### src/rtl/float_addsub_pipe.sv
`default_nettype none
// ============================================================================
// Module   : float_addsub_pipe
// Brief    : 3-stage pipelined single-precision add/subtract (truncating,
//            no NaN/Inf/denormals) with valid/ready flow control.
// Revision : 1.0
// ============================================================================
module float_addsub_pipe (
  input  logic        clk,
  input  logic        rst_n,
  input  logic [31:0] a,
  input  logic [31:0] b,
  input  logic        sub,
  input  logic        in_valid,
  output logic        in_ready,
  output logic [31:0] result,
  output logic        out_valid,
  input  logic        out_ready
);

  localparam logic [7:0] c_exp_max = 8'hFE;

  function automatic logic [4:0] lzc24(input logic [23:0] v);
    logic [4:0] n;
    n = 5'd24;
    for (int i = 0; i < 24; i++) begin
      if (v[i]) n = 5'(23 - i);
    end
    return n;
  endfunction

  // ---------------- stage registers ----------------
  logic        r_v1, r_v2, r_v3;
  logic        r1_sign, r1_eff_sub;
  logic [7:0]  r1_exp;
  logic [23:0] r1_sig_l, r1_sig_s;
  logic        r2_sign;
  logic [7:0]  r2_exp;
  logic [24:0] r2_sum;
  logic [31:0] r_result;

  // ---------------- flow control ----------------
  logic w_adv1, w_adv2, w_adv3;
  assign w_adv3    = !r_v3 || out_ready;
  assign w_adv2    = !r_v2 || w_adv3;
  assign w_adv1    = !r_v1 || w_adv2;
  assign in_ready  = rst_n && w_adv1;
  assign out_valid = r_v3;
  assign result    = r_result;

  // ---------------- S1: decode and align ----------------
  // A zero exponent zeroes the whole magnitude so it never wins the compare.
  logic [30:0] w_mag_a, w_mag_b, w_mag_l, w_mag_s;
  logic        w_sign_b, w_swap, w_sign_l, w_eff_sub;
  logic [7:0]  w_d;
  logic [23:0] w_sig_l, w_sig_s, w_sig_s_sh;

  assign w_mag_a    = (a[30:23] == 8'd0) ? 31'd0 : a[30:0];
  assign w_mag_b    = (b[30:23] == 8'd0) ? 31'd0 : b[30:0];
  assign w_sign_b   = b[31] ^ sub;
  assign w_swap     = w_mag_b > w_mag_a;
  assign w_mag_l    = w_swap ? w_mag_b : w_mag_a;
  assign w_mag_s    = w_swap ? w_mag_a : w_mag_b;
  assign w_sign_l   = w_swap ? w_sign_b : a[31];
  assign w_eff_sub  = a[31] ^ w_sign_b;
  assign w_sig_l    = {(w_mag_l[30:23] != 8'd0), w_mag_l[22:0]};
  assign w_sig_s    = {(w_mag_s[30:23] != 8'd0), w_mag_s[22:0]};
  assign w_d        = w_mag_l[30:23] - w_mag_s[30:23];
  assign w_sig_s_sh = (w_d >= 8'd25) ? 24'd0 : (w_sig_s >> w_d);

  // ---------------- S3: normalize ----------------
  logic [4:0]  w_lz;
  logic [8:0]  w_exp_up;
  logic [23:0] w_norm;
  logic [31:0] w_res;

  assign w_lz     = lzc24(r2_sum[23:0]);
  assign w_exp_up = {1'b0, r2_exp} + 9'd1;

  always_comb begin
    w_res  = 32'd0;
    w_norm = r2_sum[23:0] << w_lz;
    if (r2_sum[24]) begin
      if (w_exp_up >= 9'd255) w_res = {r2_sign, c_exp_max, 23'h7FFFFF};
      else                    w_res = {r2_sign, w_exp_up[7:0], r2_sum[23:1]};
    end else if (r2_sum[23:0] != 24'd0 && r2_exp > {3'd0, w_lz}) begin
      w_res = {r2_sign, r2_exp - {3'd0, w_lz}, w_norm[22:0]};
    end
  end

  // ---------------- pipeline registers ----------------
  always_ff @(posedge clk or negedge rst_n) begin
    if (!rst_n) begin
      r_v1       <= 1'b0;
      r_v2       <= 1'b0;
      r_v3       <= 1'b0;
      r1_sign    <= 1'b0;
      r1_eff_sub <= 1'b0;
      r1_exp     <= 8'd0;
      r1_sig_l   <= 24'd0;
      r1_sig_s   <= 24'd0;
      r2_sign    <= 1'b0;
      r2_exp     <= 8'd0;
      r2_sum     <= 25'd0;
      r_result   <= 32'd0;
    end else begin
      if (w_adv1) begin
        r_v1 <= in_valid;
        if (in_valid) begin
          r1_sign    <= w_sign_l;
          r1_eff_sub <= w_eff_sub;
          r1_exp     <= w_mag_l[30:23];
          r1_sig_l   <= w_sig_l;
          r1_sig_s   <= w_sig_s_sh;
        end
      end
      if (w_adv2) begin
        r_v2 <= r_v1;
        if (r_v1) begin
          r2_sign <= r1_sign;
          r2_exp  <= r1_exp;
          // After the swap sig_l >= sig_s, so the difference never goes negative.
          r2_sum  <= r1_eff_sub ? ({1'b0, r1_sig_l} - {1'b0, r1_sig_s})
                                : ({1'b0, r1_sig_l} + {1'b0, r1_sig_s});
        end
      end
      if (w_adv3) begin
        r_v3 <= r_v2;
        if (r_v2) r_result <= w_res;
      end
    end
  end

endmodule
`default_nettype wire

### config.mk
export PLATFORM = sky130hd
export DESIGN_NAME = float_addsub_pipe
export DESIGN_NICKNAME = d
export VERILOG_FILES = /design/src/rtl/float_addsub_pipe.sv
export SDC_FILE = /design/constraint.sdc
export NUM_CORES = 1
export LEC_CHECK = 0
export CAP_MARGIN = 30
export CORE_UTILIZATION = 23
export CTS_CLUSTER_SIZE = 25
export DETAILED_ROUTE_END_ITERATION = 7
export MAX_ROUTING_LAYER = met4
export SKIP_LAST_GASP = 1
export SYNTH_ARGS = -nofsm -noshare
export SYNTH_HDL_FRONTEND = slang
export SYNTH_SLANG_ARGS = --single-unit
### constraint.sdc
create_clock -name clk -period 8.65 [get_ports clk]
set_input_delay 1.2975 -clock clk [delete_from_list [all_inputs] [get_ports clk]]
set_output_delay 1.2975 -clock clk [all_outputs]
set_load 0.03 [all_outputs]
[Word level (Yosys, flattened, before mapping)]
Cells that the tools add are included.
Word-level totals
  logic and storage cells: 75
  register bits after elaboration: 127
  output and inout bits: 34
  bits of input ports: 69
Operators by class
  shift-type cells: 2
  bitwise logic cells: 2
  $add $sub $neg: 5
  reductions and logical operators: 16
  $lt $le $gt $ge: 4
  mux-type cells: 34
Operators with widths (count)
  2-to-1 mux 31 bit: 5
  2-to-1 mux 5 bit: 22
  2-to-1 mux 32 bit: 2
  greater-than comparator 31 bit: 1
  adder 24 x 24 -> 25 bit: 1
  2-to-1 mux 25 bit: 1
  subtractor 24 x 24 -> 25 bit: 1
  2-to-1 mux 24 bit: 1
  nonzero test 24 bit: 1
  << shifter 24 x 5 -> 23 bit: 1
  >> shifter 24 x 8 -> 24 bit: 1
  logical NOT 8 bit: 2
  nonzero test 8 bit: 2
  adder 8 x 1 -> 9 bit (second input constant): 1
  >= comparator 9 x 8 -> 1 bit (second input constant): 1
  >= comparator 8 x 5 -> 1 bit (second input constant): 1
  greater-than comparator 8 x 5 -> 1 bit: 1
  2-to-1 mux 4 bit: 2
  subtractor 8 x 5 -> 8 bit: 1
  subtractor 8 bit: 1
  AND reduction 2 bit: 3
  logical NOT 1 bit: 3
  logical OR 1 bit: 3
  logical AND 1 bit: 2
  other kinds (2): 3

[Logic depth before layout (Yosys ltp)]
  word-level depth: 28
  gate-level depth with buffers: 30
  mapped depth without buffers: 23

[Worst setup path after synthesis]
Ideal clock, no wire load.
  path kind: in2reg
  start: input a[30]
  end: register r1_sig_s[4]
  arrival: 6.587 ns
  data required time: 8.522 ns
  stages on the path: 26
  setup time: 0.128 ns
  path buffers: 8
  slack: 1.934 ns
  cells stage by stage: nor4_1 nand2_1 clkbuf_1 clkbuf_1 nand2_1 ha_1 a21o_1 a2111oi_2 o32ai_1 o41a_4 nor2_4 buf_4 buf_2 buf_2 clkbuf_1 a21oi_1 ha_1 inv_2 buf_1 buf_1 nand2_1 o21ai_0 mux2i_1 mux2_2 a21oi_1 o21ai_1
On the way
  cells in the longest elaborated chain, start to end: 7
  elaborated cells on any way between the ends: 10
  classes of those cells: 1 x add/sub; 2 x order compare; 1 x shift; 4 x mux; 2 x reduce/logical
Ends and longest elaborated chain
  start, declared: line 11  | input logic [31:0] a,
  logical NOT 8 bit: line 58  | assign w_mag_a = (a[30:23] == 8'd0) ? 31'd0 : a[30:0];
  2-to-1 mux 31 bit (*): line 58
  greater-than comparator 31 bit: line 61  | assign w_swap = w_mag_b > w_mag_a;
  2-to-1 mux 31 bit (on tied branches): line 62, 63
  subtractor 8 bit or nonzero test 8 bit (tied branches): line 68, 67
  >> shifter 24 x 8 -> 24 bit or >= comparator 8 x 5 -> 1 bit (tied branches): line 69  | assign w_sig_s_sh = (w_d >= 8'd25) ? 24'd0 : (w_sig_s >> w_d);
  2-to-1 mux 24 bit (*): line 69
  end signal, assigned: line 114  | r1_sig_s <= w_sig_s_sh;
  end, declared: line 36  | logic [23:0] r1_sig_l, r1_sig_s;
Every way passes the cells marked *; elsewhere a longest branch is shown, timed or not.
A chain may end at the register's enable or synchronous reset.

[Final worst setup path]
  start: input b[29]
  end: register r1_sig_s[3]
On the way
  cells in the longest elaborated chain, start to end: 7
  elaborated cells on any way between the ends: 10
  classes of those cells: 1 x add/sub; 2 x order compare; 1 x shift; 4 x mux; 2 x reduce/logical
Ends and longest elaborated chain
  start, declared: line 12  | input logic [31:0] b,
  logical NOT 8 bit: line 59  | assign w_mag_b = (b[30:23] == 8'd0) ? 31'd0 : b[30:0];
  2-to-1 mux 31 bit (*): line 59
  greater-than comparator 31 bit: line 61
  2-to-1 mux 31 bit (on tied branches): line 62, 63
  subtractor 8 bit or nonzero test 8 bit (tied branches): line 68, 67
  >> shifter 24 x 8 -> 24 bit or >= comparator 8 x 5 -> 1 bit (tied branches): line 69
  2-to-1 mux 24 bit (*): line 69
Marks and branches as above.

==> impl_metrics.py <==
metrics = {
    "yosys": {
        "synth_seq_cells": 127,
        "synth_nets": 1534,
        "async_flop_share_pct": 100,
        "yosysUniqueCellTypes": 90,
        "synth_edf_count": 0,
        "synth_warnings": 0,
        "synthCells": 1399,
        "syn_area_um2": 11300,
        "ys.flop_type": "dfrtp_1",
        "syn_avg_cell_area_um2": 8.07,
        "ys_seq_area_share_pct": 28.1,
    },
    "clocking": {
        "hold_buffers": 0,
        "root_buffer": "clkbuf_16",
        "path_clk_slew_ns": 0.07,
        "ctsResizeCount": 0,
        "clkSinkCount": 127,
        "postCtsSetupBuffers": 0,
        "cts_tree": "built",
        "clock_path_buffers": 2,
        "htreeDepth": 4,
        "cts_buffers": 17,
        "clock_latency_ns": 0.43,
    },
    "die": {
        "fp-row-count": 80,
        "ios": 103,
        "die_area_um2": 50000,
        "die_y_um": 224,
        "initial_utilization_pct": 23.5,
        "core_um2": 48000,
        "die_w_um": 224,
    },
    "worst_setup_path": {
        "crit_path_start_kind": "input port",
        "cp_max_fo": 25,
        "critPathRequiredTime_ns": 9.02,
        "r2r-start": "r2_sum[23]",
        "critPathKind": "in -> reg",
        "crit_start": "b[29]",
        "end_kind": "register",
        "cp.arrival_ns": 7.72,
    },
    "placement": {
        "post-dp-hpwl_um": 27500,
        "port_buffers": 102,
        "gp_congestion": 0.888,
        "placedCellCount": 2042,
    },
    "route": {
        "drc_errors": 0,
        "route.detailed.wl_per_inst_um": 16.7,
        "drt-initial-drc-count": 707,
        "via_count": 10500,
        "wl_um": 34600,
        "viasPerCell": 5.06,
        "dr.pass1.iters": 5,
        "antenna_left": 0,
    },
    "power": {
        "p_leak_nw": 5.73,
        "powerDensity_nw_per_um2": 345,
        "ir_drop_uv": 157,
    },
    "finish": {
        "final_cells": 2074,
        "final_layout_size_suffix_gt1_share_pct": 7.68,
        "antenna_cells": 0,
        "areaGrowthSynthToFinish_pct": 18.9,
        "layout_commonest_cell": "nand2_1",
        "mostFrequentLayoutCells": "nand2_1, o21ai_0, dfrtp_1",
        "finalNetCount": 1581,
    },
    "hold_path": {
        "worstHoldStart": "r1_sig_l[0]",
        "hp-class": "reg -> reg",
    },
    "grt": {
        "grt_pass1_vias": 10000,
        "grt_max_degree": 73,
        "antenna_found_initial": 1,
        "grt_overflow": 0,
        "grtUsageTotal_pct": 14.1,
        "grt_pass1_wl_um": 55100,
    },
    "sta": {
        "tightest_slew_ns": 0.971,
        "fin_skew_ns": 0.0118,
        "setup_violations": 0,
        "hold_viol_final": 0,
        "setup_tns_ns": 0,
        "fin_crit_sh_pct": 85.0,
        "relSlewSlack_pct": 35.3,
        "slew_viol_final": 0,
        "holdWs_ns": 0.483,
        "rsz0062_at_grt": "no",
        "fin_crit_ns": 7.35,
        "fmax_mhz": 136,
    },
    "flow_run": {
        "drv.max_cap_violation_count": 0,
    },
    "outcome": {
        "status": "finished clean",
    },
}
==> stage by stage <==
stage / setup slack [ns] / cell area [um2] / total power, mW / util [%]
after floorplan: 1.93 / 11300 / 3.09 / -
after global placement: 0.991 / 12800 / 3.83 / 26.7
after detailed placement: 0.872 / 12800 / 3.89 / 26.7
after CTS: 1.33 / 13400 / 4.63 / 28.0
after global routing: 0.881 / 13400 / 4.99 / 28.0
final: 1.30 / 13400 / 4.63 / 28.0
==> synthesized netlist by cell type (all sizes together) (33+ instances only) <==
master	number	area share, %
a21oi	71	3.1
a31oi	40	2.2
clkbuf	64	2.1
dfrtp	127	28
ha	64	7.1
inv	59	2.0
mux2i	83	7.4
nand2	189	6.3
nand3	33	1.5
nor2	105	3.6
o21ai	152	6.7
xnor2	41	3.2
==> power by group <==
group / switching (mW) / leakage, nW / internal, mW
combinational: 1.67 / 3.87 / 1.21
clock: 0.308 / 0.283 / 0.413
sequential: 0.246 / 1.58 / 0.782
==> kinds of logic (layout without fill, tap and decap cells) <==
family,after synthesis,after routing,synth area share (%)
flip-flops,127,127,28.1
XOR/XNOR,58,58,4.63
adder cells (fa/ha/maj),66,66,7.44
AO/OA/AOI/OAI,424,424,24.6
buffers and inverters,150,210,5.38
multiplexers,113,113,10.7
AND/OR/NAND/NOR,461,461,19.0
==> layer usage <==
layer  share of wire, %  wire, um  global-route usage (%)
met1                 50     17300                    19.6
met2                 45     15700                    21.9
met3                3.3      1160                    1.71
met4                1.2       411                    2.96
met5                  0         0                       -
==> sequential cells by signal, indices dropped and copies added (netlist names) <==
register	flops
r1_exp	8
result	32
out_valid	1
r2_sign	1
r2_sum	25
r1_sign	1
r1_sig_s	24
r1_sig_l	24
r_v1	1
r2_exp	8
r_v2	1
r1_eff_sub	1
==> area by class of cell <==
type | instances | area, um2
clock buffers | 18 | 439
fillers | 5181 | 34600
repair buffers | 118 | 1160
inverters | 60 | 225
well taps | 615 | 769
flip-flops and latches | 127 | 3180
clock inverters | 14 | 143
multi-input cells | 1122 | 7520
==> critical path, cell delays in order <==
cell and delay (ns):
clkdlybuf4s50_1 0.47, nor4_1 0.33, nand2_1 0.57, and2_1 0.43, ha_1 0.31, and4_1 0.20, a2111oi_2 0.46, o32ai_1 0.22
o41a_4 0.53, nor2_4 0.15, buf_4 0.25, a21oi_1 0.10, ha_1 0.21, nand2_1 0.09, nand2b_1 0.06, a21oi_1 0.16
a21oi_1 0.08, o21ai_0 0.28, nor4b_1 0.47, o31ai_4 0.16, a211oi_4 0.30, and2_4 0.31, o211ai_1 0.13, nand2_1 0.09
==> final timing paths <==
path                           endpoint  slack (ns)  cells after the start
max                         r1_sig_s[3]        1.30                     24
min                         r1_sig_l[0]        0.48                      2
max reg2reg                  result[15]        2.91                     16
min reg2reg                 r1_sig_l[0]        0.48                      2
max in group asynchronous  r1_sig_l[15]        6.18                      3
min in group asynchronous    result[30]        0.82                      1
Note: power is estimated with default switching activity, not from simulation.
